$ cat config.mk
export PLATFORM = sky130hd
export DESIGN_NAME = msix_wr_gen_flat
export DESIGN_NICKNAME = d
export VERILOG_FILES = /design/src/rtl/msix_wr_gen_if.sv /design/src/rtl/msix_wr_gen.sv /design/src/flat_wrapper.sv
export SDC_FILE = /design/constraint.sdc
export NUM_CORES = 1
export LEC_CHECK = 0
export ABC_AREA = 1
export ABC_CLOCK_PERIOD_IN_PS = 3070
export CAP_MARGIN = 10
export CELL_PAD_IN_SITES_DETAIL_PLACEMENT = 1
export CELL_PAD_IN_SITES_GLOBAL_PLACEMENT = 1
export CORE_MARGIN = 1
export CORE_UTILIZATION = 42
export CTS_BUF_LIST = sky130_fd_sc_hd__clkbuf_4
export CTS_CLUSTER_SIZE = 10
export DETAILED_ROUTE_END_ITERATION = 12
export PLACE_DENSITY_LB_ADDON = 0.25
export SYNTH_ARGS = -nofsm -noshare
export SYNTH_HDL_FRONTEND = slang
export SYNTH_SLANG_ARGS = --single-unit
$ cat constraint.sdc
create_clock -name clk -period 3.07 [get_ports clk]
set_input_delay 0.614 -clock clk [delete_from_list [all_inputs] [get_ports clk]]
set_output_delay 0.614 -clock clk [all_outputs]
set_load 0.01 [all_outputs]
$ cat src/rtl/msix_wr_gen_if.sv
// Single-DW posted-write request channel from the MSI-X generator toward the host
// memory-write path.
interface msix_wr_gen_if;
  logic        wr_valid;
  logic        wr_ready;
  logic [63:0] wr_addr;
  logic [31:0] wr_data;

  modport master (output wr_valid, output wr_addr, output wr_data, input wr_ready);
  modport slave  (input wr_valid, input wr_addr, input wr_data, output wr_ready);
endinterface

$ cat src/rtl/msix_wr_gen.sv
// MSI-X message generator: per-vector table, pending bits, round-robin arbitration
// and a minimum idle gap between posted writes.
module msix_wr_gen #(
  parameter int NUM_VEC    = 8,
  parameter int GAP_CYCLES = 2
) (
  input  logic                       clk,
  input  logic                       rst_n,
  input  logic [NUM_VEC-1:0]         intr_req,
  input  logic [NUM_VEC-1:0]         vec_mask,
  input  logic                       cfg_we,
  input  logic [$clog2(NUM_VEC)-1:0] cfg_idx,
  input  logic [63:0]                cfg_addr,
  input  logic [31:0]                cfg_data,
  input  logic                       cfg_valid,
  msix_wr_gen_if.master              wr,
  output logic [NUM_VEC-1:0]         pend,
  output logic                       sent,
  output logic [$clog2(NUM_VEC)-1:0] sent_id,
  output logic                       drop
);
  localparam int IW = $clog2(NUM_VEC);
  localparam logic [IW:0]   NV   = (IW+1)'(NUM_VEC);
  localparam logic [IW-1:0] LAST = IW'(NUM_VEC - 1);

  typedef enum logic [1:0] {ST_IDLE, ST_SEND, ST_GAP} state_t;

  state_t             state_reg;
  logic [63:0]        tbl_addr [NUM_VEC];
  logic [31:0]        tbl_data [NUM_VEC];
  logic [NUM_VEC-1:0] tbl_valid;
  logic [NUM_VEC-1:0] pend_reg, clr, elig, cfg_sel;
  logic [IW-1:0]      ptr_reg, grant_reg, sent_id_reg, win;
  logic [IW:0]        idx_sum;
  logic               any_elig, accept;
  logic               wr_valid_reg, sent_reg, drop_reg;
  logic [63:0]        wr_addr_reg;
  logic [31:0]        wr_data_reg;
  logic [3:0]         gap_cnt_reg;

  genvar gi;
  generate
    for (gi = 0; gi < NUM_VEC; gi++) begin : g_sel
      assign cfg_sel[gi] = cfg_we && (cfg_idx == IW'(gi));
    end
  endgenerate

  assign elig   = pend_reg & ~vec_mask;
  assign accept = (state_reg == ST_SEND) && wr.wr_ready;

  // Round-robin search: first eligible index at or after the pointer, wrapping.
  always_comb begin
    any_elig = 1'b0;
    win      = '0;
    idx_sum  = '0;
    for (int k = 0; k < NUM_VEC; k++) begin
      idx_sum = {1'b0, ptr_reg} + (IW+1)'(k);
      if (idx_sum >= NV) idx_sum = idx_sum - NV;
      if (!any_elig && elig[idx_sum[IW-1:0]]) begin
        any_elig = 1'b1;
        win      = idx_sum[IW-1:0];
      end
    end
  end

  always_comb begin
    clr = '0;
    if (state_reg == ST_IDLE && any_elig && !tbl_valid[win]) clr[win] = 1'b1;
    if (accept) clr[grant_reg] = 1'b1;
  end

  always_ff @(posedge clk or negedge rst_n) begin
    if (!rst_n) begin
      tbl_valid <= '0;
      for (int i = 0; i < NUM_VEC; i++) begin
        tbl_addr[i] <= '0;
        tbl_data[i] <= '0;
      end
    end else begin
      for (int i = 0; i < NUM_VEC; i++) begin
        if (cfg_sel[i]) begin
          tbl_addr[i]  <= {cfg_addr[63:2], 2'b00};
          tbl_data[i]  <= cfg_data;
          tbl_valid[i] <= cfg_valid;
        end
      end
    end
  end

  // A request arriving in the same cycle as a clear re-arms the vector.
  always_ff @(posedge clk or negedge rst_n) begin
    if (!rst_n) pend_reg <= '0;
    else        pend_reg <= (pend_reg & ~clr) | intr_req;
  end

  always_ff @(posedge clk or negedge rst_n) begin
    if (!rst_n) begin
      state_reg    <= ST_IDLE;
      wr_valid_reg <= 1'b0;
      wr_addr_reg  <= '0;
      wr_data_reg  <= '0;
      sent_reg     <= 1'b0;
      sent_id_reg  <= '0;
      drop_reg     <= 1'b0;
      ptr_reg      <= '0;
      grant_reg    <= '0;
      gap_cnt_reg  <= '0;
    end else begin
      sent_reg <= 1'b0;
      drop_reg <= 1'b0;
      case (state_reg)
        ST_IDLE: begin
          if (any_elig) begin
            if (tbl_valid[win]) begin
              wr_addr_reg  <= tbl_addr[win];
              wr_data_reg  <= tbl_data[win];
              wr_valid_reg <= 1'b1;
              grant_reg    <= win;
              state_reg    <= ST_SEND;
            end else begin
              drop_reg <= 1'b1;
            end
          end
        end
        ST_SEND: begin
          if (wr.wr_ready) begin
            wr_valid_reg <= 1'b0;
            sent_reg     <= 1'b1;
            sent_id_reg  <= grant_reg;
            ptr_reg      <= (grant_reg == LAST) ? '0 : grant_reg + 1'b1;
            if (GAP_CYCLES > 0) begin
              state_reg   <= ST_GAP;
              gap_cnt_reg <= 4'(GAP_CYCLES);
            end else begin
              state_reg <= ST_IDLE;
            end
          end
        end
        ST_GAP: begin
          if (gap_cnt_reg <= 4'd1) state_reg <= ST_IDLE;
          else                     gap_cnt_reg <= gap_cnt_reg - 4'd1;
        end
        default: state_reg <= ST_IDLE;
      endcase
    end
  end

  assign wr.wr_valid = wr_valid_reg;
  assign wr.wr_addr  = wr_addr_reg;
  assign wr.wr_data  = wr_data_reg;
  assign pend        = pend_reg;
  assign sent        = sent_reg;
  assign sent_id     = sent_id_reg;
  assign drop        = drop_reg;
endmodule

$ cat src/flat_wrapper.sv
// flat-port wrapper written by rule: the top's interface ports become plain ports
module msix_wr_gen_flat 
#(
  parameter int NUM_VEC    = 8,
  parameter int GAP_CYCLES = 2
)
  (clk, rst_n, intr_req, vec_mask, cfg_we, cfg_idx, cfg_addr, cfg_data, cfg_valid, pend, sent, sent_id, drop, wr_wr_valid, wr_wr_addr, wr_wr_data, wr_wr_ready);
  msix_wr_gen_if wr_i ();
  input  logic clk;
  input  logic rst_n;
  input  logic [NUM_VEC-1:0] intr_req;
  input  logic [NUM_VEC-1:0] vec_mask;
  input  logic cfg_we;
  input  logic [$clog2(NUM_VEC)-1:0] cfg_idx;
  input  logic [63:0] cfg_addr;
  input  logic [31:0] cfg_data;
  input  logic cfg_valid;
  output logic [NUM_VEC-1:0] pend;
  output logic sent;
  output logic [$clog2(NUM_VEC)-1:0] sent_id;
  output logic drop;
  output wire logic [$bits(wr_i.wr_valid)-1:0] wr_wr_valid;
  output wire logic [$bits(wr_i.wr_addr)-1:0] wr_wr_addr;
  output wire logic [$bits(wr_i.wr_data)-1:0] wr_wr_data;
  input wire logic [$bits(wr_i.wr_ready)-1:0] wr_wr_ready;
  assign wr_wr_valid = wr_i.wr_valid;
  assign wr_wr_addr = wr_i.wr_addr;
  assign wr_wr_data = wr_i.wr_data;
  assign wr_i.wr_ready = wr_wr_ready;
  msix_wr_gen #(.NUM_VEC(NUM_VEC), .GAP_CYCLES(GAP_CYCLES)) u_core (.clk(clk), .rst_n(rst_n), .intr_req(intr_req), .vec_mask(vec_mask), .cfg_we(cfg_we), .cfg_idx(cfg_idx), .cfg_addr(cfg_addr), .cfg_data(cfg_data), .cfg_valid(cfg_valid), .wr(wr_i), .pend(pend), .sent(sent), .sent_id(sent_id), .drop(drop));
endmodule
* After elaboration in Yosys (flattened, before gate mapping) *
Index checks and enable logic that the tools add are counted.

cells by class
  bitwise operators = 7
  add/subtract/negate cells = 17
  reduce and logical (&&, ||, !) cells = 37
  eq/ne operators = 15
  magnitude comparators = 22
  muxes and demuxes = 72

operators by type and width
  kind                                                                   count
  64-bit binary-select mux with 3-bit select                             1
  64-bit 2-to-1 mux                                                      2
  32-bit binary-select mux with 3-bit select                             1
  32-bit 2-to-1 mux                                                      2
  3-bit 2-to-1 mux                                                       17
  3-bit by 4-bit < comparator with 1-bit output (second input constant)  10
  4-bit greater-or-equal comparator (second input constant)              8
  1-bit binary-select mux with 3-bit select                              9
  1-bit 2-to-1 mux                                                       27
  3-bit by 1-bit subtractor with 3-bit output (second input constant)    8
  1-bit logical AND                                                      20
  3-bit by 3-bit adder with 4-bit output (second input constant)         4
  8-bit AND                                                              2
  8-bit 2-to-1 mux                                                       2
  8-bit NOT                                                              2
  8-bit bitwise OR                                                       2
  3-bit == test (second input constant)                                  5
  3-bit by 2-bit adder with 4-bit output (second input constant)         2
  1-bit logical NOT                                                      8
  2-bit 2-to-1 mux                                                       4
  4-bit 2-to-1 mux                                                       2
  4-bit one-hot mux with 2 select lines                                  1
  4-bit AND reduction                                                    2
  1-bit demux with 3-bit select                                          2
  other kinds (20)                                                       27

word-level totals
  input bits = 120
  flip-flop bits (word level) = 882

* Depth between registers and ports, before layout *
  depth after elaboration = 36
  mapped depth = 27

* Worst setup path before layout *
No wires, ideal clock.

  path kind = reg-to-reg
  start point = register u_core.ptr_reg[0]
  end point = register u_core.wr_addr_reg[44], in the netlist u_core.wr.wr_addr[44]
  path slack = -0.274 ns
  stages on the path, launching flop included = 23
  arrival = 3.226 ns
  library setup time = 0.118 ns
  clock period less this slack = 3.344 ns
  cell sequence = dfrtp_1 > buf_4 > inv_2 > buf_6 > ha_1 > inv_1 > nand3_1 > nand3_1 > nand2_2 > nor2_4 > nand4_4 > nor2_4 > nand3_4 > o21ai_2 > nor2_4 > nand2_1 > nand2_1 > nor2_8 > inv_4 > buf_4 > buf_2 > nand3_1 > nand2_1

on the way
  word-level cells in the longest chain between the ends = 30
  elaborated cells between the ends (all ways) = 84
  those cells by class = 15 x add/sub; 8 x order compare; 45 x mux; 1 x bitwise; 15 x reduce/logical

ends and longest elaborated chain
  element                                                                          line                RTL
  start: declaration                                                               msix_wr_gen.sv:33   logic [IW-1:0] ptr_reg, grant_reg, sent_id_reg, win;
  start signal: assignment                                                         msix_wr_gen.sv:130  ptr_reg <= (grant_reg == LAST) ? '0 : grant_reg + 1'b1;
  branches (longest 30 deep; another with 3-bit by 1-bit adder with 4-bit output)  n/a
  end signal: assignment                                                           msix_wr_gen.sv:115  wr_addr_reg <= tbl_addr[win];
  end: declaration                                                                 msix_wr_gen.sv:37   logic [63:0] wr_addr_reg;

Several ways; the timed one is not identified. The select of a mux whose other input is x is not followed.
A chain may end at the register's enable or synchronous reset.

* Final worst setup path *
  start point = register u_core.ptr_reg[0]
  end point = register u_core.wr_data_reg[14], in the netlist u_core.wr.wr_data[14]

on the way
  word-level cells in the longest chain between the ends = 30
  elaborated cells between the ends (all ways) = 84
  those cells by class = 15 x add/sub; 8 x order compare; 45 x mux; 1 x bitwise; 15 x reduce/logical

ends and longest elaborated chain
  element                                                                          line                RTL
  branches (longest 30 deep; another with 3-bit by 1-bit adder with 4-bit output)  n/a
  end signal: assignment                                                           msix_wr_gen.sv:116  wr_data_reg <= tbl_data[win];
  end: declaration                                                                 msix_wr_gen.sv:38   logic [31:0] wr_data_reg;

Several ways; the timed one is not identified. The select of a mux whose other input is x is not followed.

==> impl_results.html <==
<table>
<tr><th>Metric</th><th>Value</th></tr>
<tr><th colspan="2">Die</th></tr>
<tr><td>Number of placement rows</td><td>113</td></tr>
<tr><td>Die height</td><td>312 um</td></tr>
<tr><td>IO Count</td><td>230</td></tr>
<tr><td>Core area</td><td>95,200 um2</td></tr>
<tr><td>Initial core utilization</td><td>42.5%</td></tr>
<tr><td>Overall die width</td><td>312 um</td></tr>
<tr><td>Full die area</td><td>97,500 um2</td></tr>
<tr><th colspan="2">Global route</th></tr>
<tr><td>Congestion Overflow GR</td><td>0</td></tr>
<tr><td>Global-route wire length before repair</td><td>219,000 um</td></tr>
<tr><td>Overall routing resource usage</td><td>28.3%</td></tr>
<tr><td>Pin count of the biggest net entering global routing</td><td>121</td></tr>
<tr><td>Number of antenna violations at the first check in global routing</td><td>1</td></tr>
<tr><td>Via count of the first global-routing pass</td><td>39,062</td></tr>
<tr><th colspan="2">Setup path</th></tr>
<tr><td>Critical Path Fanout Max</td><td>10</td></tr>
<tr><td>Startpoint kind of the worst setup timing path</td><td>flip-flop</td></tr>
<tr><td>Required time worst endpoint</td><td>4.07 ns</td></tr>
<tr><td>Arrival time of data at the critical path endpoint</td><td>4.24 ns</td></tr>
<tr><td>Type of element capturing the critical path</td><td>flip-flop</td></tr>
<tr><td>Kind of critical path</td><td>reg -&gt; reg</td></tr>
<tr><th colspan="2">Detailed routing</th></tr>
<tr><td>Vias post-DR</td><td>37,466</td></tr>
<tr><td>Routed WL per cell</td><td>19.3 um</td></tr>
<tr><td>Detailed-route wire length</td><td>138,000 um</td></tr>
<tr><td>Number of vias per cell</td><td>5.26</td></tr>
<tr><td>Drt initial violations</td><td>2,693</td></tr>
<tr><td>DRC violation count after routing</td><td>0</td></tr>
<tr><td>DR pass1 iterations</td><td>5</td></tr>
<tr><td>Antenna violation net count after detailed routing</td><td>0</td></tr>
<tr><th colspan="2">Logic synthesis</th></tr>
<tr><td>Parity-gate share of the synthesized area counting xor and xnor cells</td><td>0.124%</td></tr>
<tr><td>Adder-cell area share of the yosys netlist</td><td>0.186%</td></tr>
<tr><td>Synthesized cell area</td><td>40,400 um2</td></tr>
<tr><td>Simple logic cell fraction of the synthesized area</td><td>28.7%</td></tr>
<tr><td>Largest family of logic cells by synthesized area</td><td>simple AND/OR/NAND/NOR gates</td></tr>
<tr><td>Register area share after synthesis</td><td>54.5%</td></tr>
<tr><td>Cell count after synthesis</td><td>5,235</td></tr>
<tr><td>Synth Register Bits</td><td>880</td></tr>
<tr><td>Fraction of the mapped netlist area in compound gates</td><td>10.6%</td></tr>
<tr><td>Post-synthesis average cell area</td><td>7.72 um2</td></tr>
<tr><td>Multiplexer area fraction after synthesis</td><td>0%</td></tr>
<tr><td>Distinct cells, synth</td><td>39</td></tr>
<tr><td>Yosys Warn Count</td><td>0</td></tr>
<tr><th colspan="2">Timing</th></tr>
<tr><td>Tightest Pin Transition</td><td>0.805 ns</td></tr>
<tr><td>Final count of pins violating max slew</td><td>0</td></tr>
<tr><td>Fraction of the cycle the final worst path needs</td><td>106%</td></tr>
<tr><td>RSZ-0062 raised after global routing</td><td>yes</td></tr>
<tr><td>Worst slew margin</td><td>46.3%</td></tr>
<tr><td>Fin Setup TNS</td><td>-12.98 ns</td></tr>
<tr><td>Final WS setup</td><td>-0.175 ns</td></tr>
<tr><td>Min cycle time layout</td><td>3.24 ns</td></tr>
<tr><td>Fmax achieved</td><td>308 MHz</td></tr>
<tr><td>Final Hold Viols</td><td>0</td></tr>
<tr><td>Count of final setup violators</td><td>104</td></tr>
<tr><td>Setup Skew</td><td>0.0624 ns</td></tr>
<tr><th colspan="2">Finish</th></tr>
<tr><td>Final layout net count</td><td>5,803</td></tr>
<tr><td>Area used by multi-input combinational logic</td><td>16,500 um2</td></tr>
<tr><td>Most frequent standard cell in the layout excluding fill and tap cells</td><td>sky130_fd_sc_hd__nand2_1</td></tr>
<tr><td>Utilization of the core after routing</td><td>53.0%</td></tr>
<tr><td>Post-route standard cell area excluding fillers</td><td>50,500 um2</td></tr>
<tr><td>Most frequent cells in the layout</td><td>2,347 x sky130_fd_sc_hd__nand2_1, 879 x sky130_fd_sc_hd__dfrtp_1, 809 x sky130_fd_sc_hd__o21ai_0</td></tr>
<tr><td>Area occupied by registers</td><td>22,000 um2</td></tr>
<tr><td>Fraction of final layout cells with drive strength greater than 1</td><td>12.7%</td></tr>
<tr><td>Non-filler cells, final</td><td>7,124</td></tr>
<tr><td>Flip-flop count of the largest register after layout</td><td>496</td></tr>
<tr><td>Number of filler cells placed in the layout</td><td>11,663</td></tr>
<tr><td>Area growth from synthesis to layout</td><td>24.9%</td></tr>
<tr><th colspan="2">CTS</th></tr>
<tr><td>CTS root buf</td><td>sky130_fd_sc_hd__clkbuf_4</td></tr>
<tr><td>TritonCTS clock tree</td><td>yes</td></tr>
<tr><td>Number of buffers on the longest clock path</td><td>3</td></tr>
<tr><td>Number of H-tree branching levels</td><td>4</td></tr>
<tr><td>Clock buffers created by TritonCTS</td><td>238</td></tr>
<tr><td>TritonCTS Sinks</td><td>880</td></tr>
<tr><td>Clock insertion delay at the later pin of the skew report</td><td>1.17 ns</td></tr>
<tr><td>Clock transition at the registers of the reported paths</td><td>0.07 ns</td></tr>
<tr><th colspan="2">Min path</th></tr>
<tr><td>Min-delay worst type</td><td>in -&gt; reg</td></tr>
<tr><th colspan="2">Placed design</th></tr>
<tr><td>Estimated wirelength of the detail-placed design</td><td>83,500 um</td></tr>
<tr><td>Standard cell area after detailed placement</td><td>46,100 um2</td></tr>
<tr><td>Number of placed cells counting well taps</td><td>6,624</td></tr>
<tr><td>Gp weighted congestion</td><td>0.818</td></tr>
<tr><td>Port-buffer cells</td><td>225</td></tr>
<tr><th colspan="2">Outcome</th></tr>
<tr><td>Violated checks</td><td>setup timing</td></tr>
<tr><td>Outcome</td><td>finished, violations left</td></tr>
<tr><th colspan="2">Flow run</th></tr>
<tr><td>Reported max-cap violation count</td><td>0</td></tr>
</table>
==> cell type report <==
cell class	instances	share of cell area [%]
tap	1265	3.14
inverter	232	1.78
clock inverter	55	0.692
antenna	2	0.00992
multi-input combinational	3776	32.6
timing repair buffer	549	12.7
sequential	880	43.6
clock buffer	365	5.43
==> critical path, stage by stage (launching register included) <==
cell	delay, ns
sky130_fd_sc_hd__dfrtp_1	0.43
sky130_fd_sc_hd__inv_2	0.11
sky130_fd_sc_hd__buf_6	0.16
sky130_fd_sc_hd__nand3_1	0.14
sky130_fd_sc_hd__nand3_1	0.10
sky130_fd_sc_hd__nand2_1	0.10
sky130_fd_sc_hd__nand2_1	0.09
sky130_fd_sc_hd__nand2_2	0.11
sky130_fd_sc_hd__o21ai_1	0.21
sky130_fd_sc_hd__nor2_1	0.09
sky130_fd_sc_hd__nor2_2	0.17
sky130_fd_sc_hd__nand3_4	0.15
sky130_fd_sc_hd__buf_4	0.18
sky130_fd_sc_hd__nand3_1	0.07
sky130_fd_sc_hd__nand2_1	0.07
sky130_fd_sc_hd__nand2_1	0.08
sky130_fd_sc_hd__nand2_2	0.08
sky130_fd_sc_hd__nor2_8	0.17
sky130_fd_sc_hd__inv_8	0.09
sky130_fd_sc_hd__buf_12	0.16
sky130_fd_sc_hd__buf_4	0.16
sky130_fd_sc_hd__nand3_1	0.09
sky130_fd_sc_hd__nand2_1	0.06
==> stage by stage <==
| stage | setup WS (ns) | hold slack (ns) |
|---|---|---|
| detailed placement | -0.707 | 0.469 |
| global placement | -0.600 | 0.457 |
| floorplan | -0.0330 | 0.318 |
| CTS | -0.129 | 0.00222 |
| global route | -0.375 | 0.0673 |
| finish | -0.175 | 0.124 |
==> kinds of logic (layout without fill, tap and decap cells) <==
group | after synthesis | after routing
other | 1 | 4
adder cells (fa/ha/maj) | 6 | 6
AND/OR/NAND/NOR | 2915 | 2917
flip-flops | 880 | 880
AO/OA/AOI/OAI | 847 | 847
buffers and inverters | 582 | 1201
XOR/XNOR | 4 | 4
==> worst paths after layout <==
| kind | from | endpoint | slack [ns] | depth (start not counted) |
|---|---|---|---|---|
| setup / recovery | u_core.ptr_reg[0] | u_core.wr.wr_data[14] | -0.17 | 22 |
| setup reg to reg | u_core.ptr_reg[0] | u_core.wr.wr_data[14] | -0.17 | 22 |
| hold / removal | cfg_addr[34] | u_core.tbl_addr[34] | 0.12 | 3 |
| max in group asynchronous | rst_n | u_core.tbl_data[249] | 0.95 | 4 |
| hold reg to reg | u_core.wr.wr_data[24] | u_core.wr.wr_data[24] | 0.48 | 2 |
| min in group asynchronous | rst_n | u_core.wr.wr_addr[2] | 0.63 | 3 |
==> synth_stat cells (all sizes together) <==
master,instances,area share (%)
nand2,2367,22
nand4,11,0.21
buf,105,1.4
a31oi,4,0.062
xnor2,1,0.040
nand3b,1,0.028
nand3,417,5.2
a21oi,15,0.19
nor3,2,0.025
o31a,2,0.043
or2,1,0.015
o21bai,1,0.019
xor2,3,0.084
a21boi,2,0.037
nor4,1,0.015
nor2,115,1.2
inv,232,2.2
conb,1,0.0093
o21a,2,0.037
ha,6,0.19
o21ai,821,10
dfrtp,880,54
clkbuf,245,2.3
==> layer usage <==
metal,up-vias,track usage (%),part of all wire [%]
li1,17666,-,-
met1,18646,39.3,45
met2,926,45.7,47
met3,228,4.25,5.1
met4,0,8.97,2.3
met5,-,0,0
==> repair_timing <==
item	CTS	global route
pin swaps	11	15
hold buffers	50	0
gates resized for setup	35	49
setup buffers	10	5
endpoints found under the setup margin	108	108
hold endpoints to repair	704	0
cloned	6	8
Power is not shown: default switching activity piles up to over one toggle a cycle in this logic, so the estimate is an artifact.
